**config.mk**
```make
export PLATFORM = sky130hd
export DESIGN_NAME = dmem_port_arbiter
export DESIGN_NICKNAME = d
export VERILOG_FILES = /design/src/rtl/dmem_port_arbiter.sv
export SDC_FILE = /design/constraint.sdc
export NUM_CORES = 1
export LEC_CHECK = 0
export ABC_AREA = 1
export BUFFER_PORTS_ARGS = -buffer_cell sky130_fd_sc_hd__buf_2
export CELL_PAD_IN_SITES_DETAIL_PLACEMENT = 1
export CELL_PAD_IN_SITES_GLOBAL_PLACEMENT = 1
export CORE_UTILIZATION = 37
export CTS_CLUSTER_DIAMETER = 120
export DETAILED_ROUTE_END_ITERATION = 7
export PLACE_DENSITY_LB_ADDON = 0.1
export SLEW_MARGIN = 20
export SYNTH_ARGS = -nofsm -noshare
export SYNTH_HDL_FRONTEND = slang
export SYNTH_SLANG_ARGS = --single-unit
```
**constraint.sdc**
```tcl
create_clock -name clk -period 3.3 [get_ports clk]
set_input_delay 0.495 -clock clk [delete_from_list [all_inputs] [get_ports clk]]
set_output_delay 0.495 -clock clk [all_outputs]
set_load 0.05 [all_outputs]
```
**src/rtl/dmem_port_arbiter.sv**
```systemverilog
// Two-port round-robin arbiter in front of a single-port data memory.
// Port 1 may hold a bounded burst lock. All memory strobes and port outputs are registered.
module dmem_port_arbiter #(
    parameter int unsigned AW       = 8,
    parameter int unsigned DW       = 8,
    parameter int unsigned MAX_LOCK = 16
) (
    input  logic          clk,
    input  logic          rst_n,
    input  logic          req0,
    input  logic          we0,
    input  logic [AW-1:0] addr0,
    input  logic [DW-1:0] wdata0,
    output logic          done0,
    output logic [DW-1:0] rdata0,
    input  logic          req1,
    input  logic          we1,
    input  logic [AW-1:0] addr1,
    input  logic [DW-1:0] wdata1,
    output logic          done1,
    output logic [DW-1:0] rdata1,
    input  logic          lock1,
    output logic [AW-1:0] mem_addr,
    output logic          mem_we,
    output logic [DW-1:0] mem_din,
    input  logic [DW-1:0] mem_dout,
    output logic          busy
);
    localparam logic [7:0] LockMax = 8'(MAX_LOCK);

    typedef enum logic [1:0] {StIdle, StAccess, StDone} state_e;

    state_e        state_q, state_d;
    logic          gnt_q, gnt_d;  // port owning the current or just-completed access
    logic          rr_q, rr_d;
    logic [7:0]    lock_cnt_q, lock_cnt_d;
    logic [AW-1:0] addr_q, addr_d;
    logic          we_q, we_d;
    logic [DW-1:0] din_q, din_d;
    logic          done0_q, done0_d, done1_q, done1_d;
    logic [DW-1:0] rdata0_q, rdata0_d, rdata1_q, rdata1_d;

    logic in_done, lock_full, lock_go, elig0, elig1, sel;

    // A locked port-1 burst keeps its held request live across DONE until the
    // lock is exhausted and port 0 is waiting.
    always_comb begin
        in_done   = (state_q == StDone);
        lock_full = (lock_cnt_q >= LockMax);
        lock_go   = lock1 && (lock_cnt_q != 8'd0) && !(lock_full && req0);
        elig0     = req0 && !(in_done && !gnt_q);
        elig1     = req1 && (!(in_done && gnt_q) || lock_go);
        if (elig0 && elig1) begin
            if (lock1 && !lock_full) begin
                sel = 1'b1;
            end else if (lock_full) begin
                sel = 1'b0;
            end else begin
                sel = rr_q;
            end
        end else begin
            sel = elig1;
        end
    end

    always_comb begin
        state_d    = state_q;
        gnt_d      = gnt_q;
        rr_d       = rr_q;
        lock_cnt_d = lock_cnt_q;
        addr_d     = addr_q;
        din_d      = din_q;
        we_d       = 1'b0;
        done0_d    = 1'b0;
        done1_d    = 1'b0;
        rdata0_d   = rdata0_q;
        rdata1_d   = rdata1_q;
        case (state_q)
            StAccess: begin
                state_d = StDone;
                if (gnt_q) begin
                    done1_d = 1'b1;
                    if (!we_q) rdata1_d = mem_dout;
                end else begin
                    done0_d = 1'b1;
                    if (!we_q) rdata0_d = mem_dout;
                end
            end
            default: begin
                if (elig0 || elig1) begin
                    state_d = StAccess;
                    gnt_d   = sel;
                    addr_d  = sel ? addr1 : addr0;
                    we_d    = sel ? we1 : we0;
                    din_d   = sel ? wdata1 : wdata0;
                    if (sel && lock1) begin
                        rr_d = 1'b1;
                        if (!lock_full) lock_cnt_d = lock_cnt_q + 8'd1;
                    end else begin
                        rr_d       = !sel;
                        lock_cnt_d = 8'd0;
                    end
                end else begin
                    state_d = StIdle;
                end
            end
        endcase
    end

    always_ff @(posedge clk or negedge rst_n) begin
        if (!rst_n) begin
            state_q    <= StIdle;
            gnt_q      <= 1'b0;
            rr_q       <= 1'b0;
            lock_cnt_q <= 8'd0;
            addr_q     <= '0;
            we_q       <= 1'b0;
            din_q      <= '0;
            done0_q    <= 1'b0;
            done1_q    <= 1'b0;
            rdata0_q   <= '0;
            rdata1_q   <= '0;
        end else begin
            state_q    <= state_d;
            gnt_q      <= gnt_d;
            rr_q       <= rr_d;
            lock_cnt_q <= lock_cnt_d;
            addr_q     <= addr_d;
            we_q       <= we_d;
            din_q      <= din_d;
            done0_q    <= done0_d;
            done1_q    <= done1_d;
            rdata0_q   <= rdata0_d;
            rdata1_q   <= rdata1_d;
        end
    end

    assign mem_addr = addr_q;
    assign mem_we   = we_q;
    assign mem_din  = din_q;
    assign done0    = done0_q;
    assign done1    = done1_q;
    assign rdata0   = rdata0_q;
    assign rdata1   = rdata1_q;
    assign busy     = (state_q != StIdle);

endmodule

```
# --- Yosys cells after proc, flatten, opt, wreduce, memory -nomap -nowiden ---
# Index checks and enable logic that the tools add are counted.
totals:
  ff_bits: 47
  out_inout_bits: 36
  wordCells: 60
classes:
  addsub: 1
  magnitude_cmp: 1
  n_eq_ne: 3
  mux: 17
  bitwise: 3
  n_reduce_logical: 24
ops:
  columns: ["cell", "count"]
  rows:
  - ["2-to-1 mux 8 bit", 4]
  - ["2-to-1 mux 1 bit", 12]
  - ["logical AND 1 bit", 10]
  - ["AND reduction 3 bit", 3]
  - ["adder 8 x 1 -> 8 bit, second input constant", 1]
  - [">= comparator 8 x 5 -> 1 bit, second input constant", 1]
  - ["nonzero test 8 bit", 1]
  - ["logical NOT 1 bit", 6]
  - ["NOT 1 bit", 3]
  - ["== test 2 x 1 -> 1 bit, second input constant", 1]
  - ["== test 2 bit, second input constant", 1]
  - ["logical OR 1 bit", 2]
  - ["2-to-1 mux 2 bit", 1]
  - ["!= test 2 bit, second input constant", 1]
  - ["AND reduction 2 bit", 1]
  - ["nonzero test 2 bit", 1]

# --- Logic depth before layout (Yosys ltp) ---
logic_depth:
  ltp_word: 11
  ltp_mapped: 14
  mapped_depth_nobuf: 14

# --- Least setup slack after synthesis ---
# No wires, ideal clock.
synth_path:
  path_kind: "register to register"
  startpoint: "register lock_cnt_q[0]"
  endpoint: "register lock_cnt_q[0]"
  arrival_ns: 1.378
  required_ns: 3.183
  slack_ns: 1.805
  stages_incl_launch_ff: 15
  path_buffers: 1
  synth_period_minus_slack_ns: 1.495
  cell_sequence: "dfrtp_1 -> inv_1 -> ha_1 -> inv_1 -> nor2_1 -> nand2_1 -> nand3_2 -> nand2_2 -> nand2_2 -> nand2_2 -> nand2_4 -> inv_6 -> buf_6 -> nand3_1 -> nand2_1"
synth_via:
  elab_chain_cells: 11
  word_cells_on_any_way: 21
  classes_between: "add/sub: 1; order compare: 1; eq/ne: 1; mux: 5; reduce/logical: 13"
synth_lines:
  columns: ["item", "line_no", "source"]
  rows:
  - ["from (decl)", "36", "logic [7:0] lock_cnt_q, lock_cnt_d;"]
  - ["from (signal assigned)", "127", "lock_cnt_q <= lock_cnt_d;"]
  - [">= comparator 8 x 5 -> 1 bit", "49", "lock_full = (lock_cnt_q >= LockMax);"]
  - ["logical AND 1 bit", "50", "lock_go = lock1 && (lock_cnt_q != 8'd0) && !(lock_full && req0);"]
  - ["logical NOT 1 bit", "50", null]
  - ["logical AND 1 bit", "50", null]
  - ["logical OR 1 bit", "52", "elig1 = req1 && (!(in_done && gnt_q) || lock_go);"]
  - ["logical AND 1 bit", "52", null]
  - ["logical AND 1 bit", "53", "if (elig0 && elig1) begin"]
  - ["2-to-1 mux 1 bit", "53", null]
  - ["logical AND 1 bit", "96", "if (sel && lock1) begin"]
  - ["!= test 2 bit (no source line)", null, null]
  - ["AND reduction 3 bit (no source line)", null, null]
# Several ways; a longest one is shown, not always the timed one. The select of a mux whose other input is x is not followed.
# A chain may end at the register's enable or synchronous reset.

# --- Final worst setup path ---
layout_path:
  startpoint: "register lock_cnt_q[0]"
  endpoint: "register lock_cnt_q[1]"
# Same word-level chain as after synthesis.

==> metrics.csv <==
stage,metric,value,unit
status,status,finished clean,
pwr,p_sw,1.57,mW
yosys,yosysWarnings,0,
timing,fin_crit,1920,ps
route,drt-total-wl,5.28,mm
critical_path,cp_slowest_cell,dfrtp_1,
timing,hold_ws,191,ps
route,vias_per_cell,4.59,
clocking,clk_pin_slew_worst_paths,90,ps
timing,rsz0062_at_grt,no,
placed_design,dp_hpwl,3.96,mm
floorplanning,die_y,79.9,um
timing,worst_pin_slew,590,ps
global_routing,grt_usage,19.1,%
timing,hold_viol,0,
floorplanning,die-area,0.00638,sq mm
floorplanning,start_util,39.5,%
route,drt_iter0_drc,107,
critical_path,startpoint_type,flip-flop,
global_routing,grt_max_degree,48,
yosys,syn-num-nets,330,
layout,fill_cells,756,
clocking,clkLatencyLatePin,290,ps
clocking,cts_hold_buf,0,
layout,drive_gt1_share,28.7,%
yosys,synth_cell_type_count,24,
critical_path,path_class,reg2reg,
placed_design,post-place-ws,1360,ps
pwr,clockPowerShare,14.5,%
min_path,holdCritPathClass,in2async,
pwr,seqPwrFrac,31.9,%
critical_path,path_buf_inv,3,
timing,setup_viol,0,
timing,fin_worst_skew,7.86,ps
yosys,syn_area,0.00224,sq mm
timing,slew_headroom,60.7,%
clocking,cts_root_buffer,clkbuf_8,
critical_path,worstPathMaxFanout,24,
yosys,synth-seq-cells,47,
pwr,ir_worst_vdd,444,uV
route,vias,1992,
layout,fin_area,0.00279,sq mm
timing,tns,0,ps
yosys,syn_inst,281,
route,route.detailed.drc,0,
clocking,htreeDepth,2,
pwr,power_density,1070,mW/mm^2
layout,nNetsFinal,410,
layout,diodes,0,
critical_path,crit_family,simple AND/OR/NAND/NOR gates,
route,detail_route.wl_per_cell,12.2,um
global_routing,grt_pass1_wl,9.43,mm
critical_path,slowest_delay,420,ps
global_routing,grt_overflow_total,0,
floorplanning,die_w,79.9,um
placed_design,place.gp.congestion,0.749,
yosys,ys_seq_area_share,52.4,%
yosys,avgSynthCellArea,7.98,sq um
floorplanning,rows,27,
timing,slew_viol_final,0,
pwr,pwr-share-comb,53.6,%
critical_path,worstPathRequired,3490,ps
critical_path,crit_top_cell,nand2_2,
placed_design,port_buffers,82,
pwr,leakagePower,1.63,nW
route,ant_nets,0,
clocking,cts_tree,done,
job,max_cap_violations,0,
clocking,cts_resized,0,
clocking,cts_setup_buffers,0,
critical_path,cp.arrival,2110,ps
global_routing,antenna_found_initial,0,
route,drt_pass1_iterations,4,
critical_path,crit_chain,inv_1 > ha_1 > inv_1 > nor2_1 > nand2_1 > nand3_2 > nand2_2 > nand2_2 > nand2_2 > nand2_4 > inv_6 > nand2_2 > nand2_1 > nand2_1,
timing,fin_crit_sh,58.1,%
placed_design,place_area,0.00267,sq mm
timing,fmax,0.522,GHz
timing,setup_ws,1380,ps
clocking,cts.sinks,47,
pwr,internal_power,1.41,mW
clocking,numCtsBuffers,5,
pwr,p_sw_share,52.7,%
global_routing,grt_pass1_vias,2158,
critical_path,end_kind,flip-flop,
floorplanning,core-area,0.00568,sq mm
layout,area_delta_synth_final,24.4,%
clocking,clk_path_buf_depth,2,
floorplanning,ios,83,
-- stage by stage --
stage	cells	power (mW)	util, %
2_1_floorplan	281	2.22	-
3_3_place_gp	426	2.53	47.0
3_5_place_dp	426	2.57	47.0
4_1_cts	434	3.02	49.1
5_1_grt	434	3.20	49.2
6_report	434	2.97	49.2
-- cells in the mapped netlist --
cell type,instances,area share (%)
nand4_1,1,0.28
nand4_2,1,0.56
o21ai_2,1,0.39
nand2_1,102,17
buf_2,2,0.45
clkbuf_1,2,0.33
inv_1,38,6.4
inv_6,1,0.39
inv_2,3,0.50
or2_2,1,0.28
xnor2_1,1,0.39
nand2_4,1,0.50
o21ai_0,18,4.0
nand3_4,1,0.78
nor2_1,21,3.5
a21oi_1,1,0.22
nand3_2,1,0.45
xor2_1,2,0.78
buf_6,5,2.5
ha_1,2,1.1
nand2_2,4,1.1
o21ai_1,18,4.0
dfrtp_1,47,52
nand3_1,7,1.6
-- per-layer routing --
metal	wire, um	vias to the layer above	part of all wire, %	global-route usage (%)
li1	-	1009	-	-
met1	2400	921	46	22.7
met2	2520	55	48	33.6
met3	290	7	5.5	5.03
met4	62	0	1.2	5.71
met5	0	-	0	0
-- cell usage in the layout (no fill, tap or decap), drive strengths merged --
cell type / instances
nor2: 21
nand4: 2
ha: 2
a21oi: 1
clkinv: 1
bufinv: 1
dfrtp: 47
or2: 1
o21ai: 37
inv: 42
buf: 82
clkbuf: 6
nand2: 107
nand3: 9
xnor2: 1
xor2: 2
-- power by group through the flow --
stage / registers [mW] / clock network, mW / logic [mW]
after floorplan: 1.65 / 0 / 0.562
after global routing: 0.981 / 0.471 / 1.75
after detailed placement: 0.955 / 0 / 1.62
after global placement: 0.953 / 0 / 1.58
after CTS: 0.950 / 0.449 / 1.62
final: 0.948 / 0.432 / 1.59
-- state kept, by name, summed over array words and instances (netlist names) --
register and cells:
lock_cnt_q 8, mem_addr 8, mem_din 8, rdata0 8
rdata1 8, state_q 2, done0 1, done1 1
gnt_q 1, mem_we 1, rr_q 1
-- path summary, 6_finish.rpt --
kind                                from  slack, ps  depth (start not counted)       endpoint
setup / recovery           lock_cnt_q[0]       1380                         14  lock_cnt_q[1]
hold / removal                     rst_n        190                          1  lock_cnt_q[2]
setup reg to reg           lock_cnt_q[0]       1380                         14  lock_cnt_q[1]
hold reg to reg               mem_din[3]        480                          2     mem_din[3]
max in group asynchronous          rst_n       2700                          1      rdata0[7]
min in group clk             mem_dout[2]        470                          3      rdata0[2]
-- layout make-up --
| class | count | area [sq um] | area share (%) |
|---|---|---|---|
| Clock inverter | 2 | 35.0 | 1.26 |
| Clock buffer | 6 | 82.6 | 2.96 |
| Sequential cell | 47 | 1180 | 42.2 |
| Multi-Input combinational cell | 183 | 831 | 29.8 |
| Inverter | 42 | 163 | 5.83 |
| Tap cell | 72 | 90.1 | 3.23 |
| Timing Repair Buffer | 82 | 413 | 14.8 |
-- kinds of logic after synthesis --
logic type	share of synthesized area [%]
and+or+nand+nor	26.1
xor gates and xnor gates	1.17
DFF	52.4
AOI/OAI and AO/OA	8.64
buffers and inverters	10.5
adders and majority gates	1.12
No activity file was read; power rests on OpenSTA's default activity.
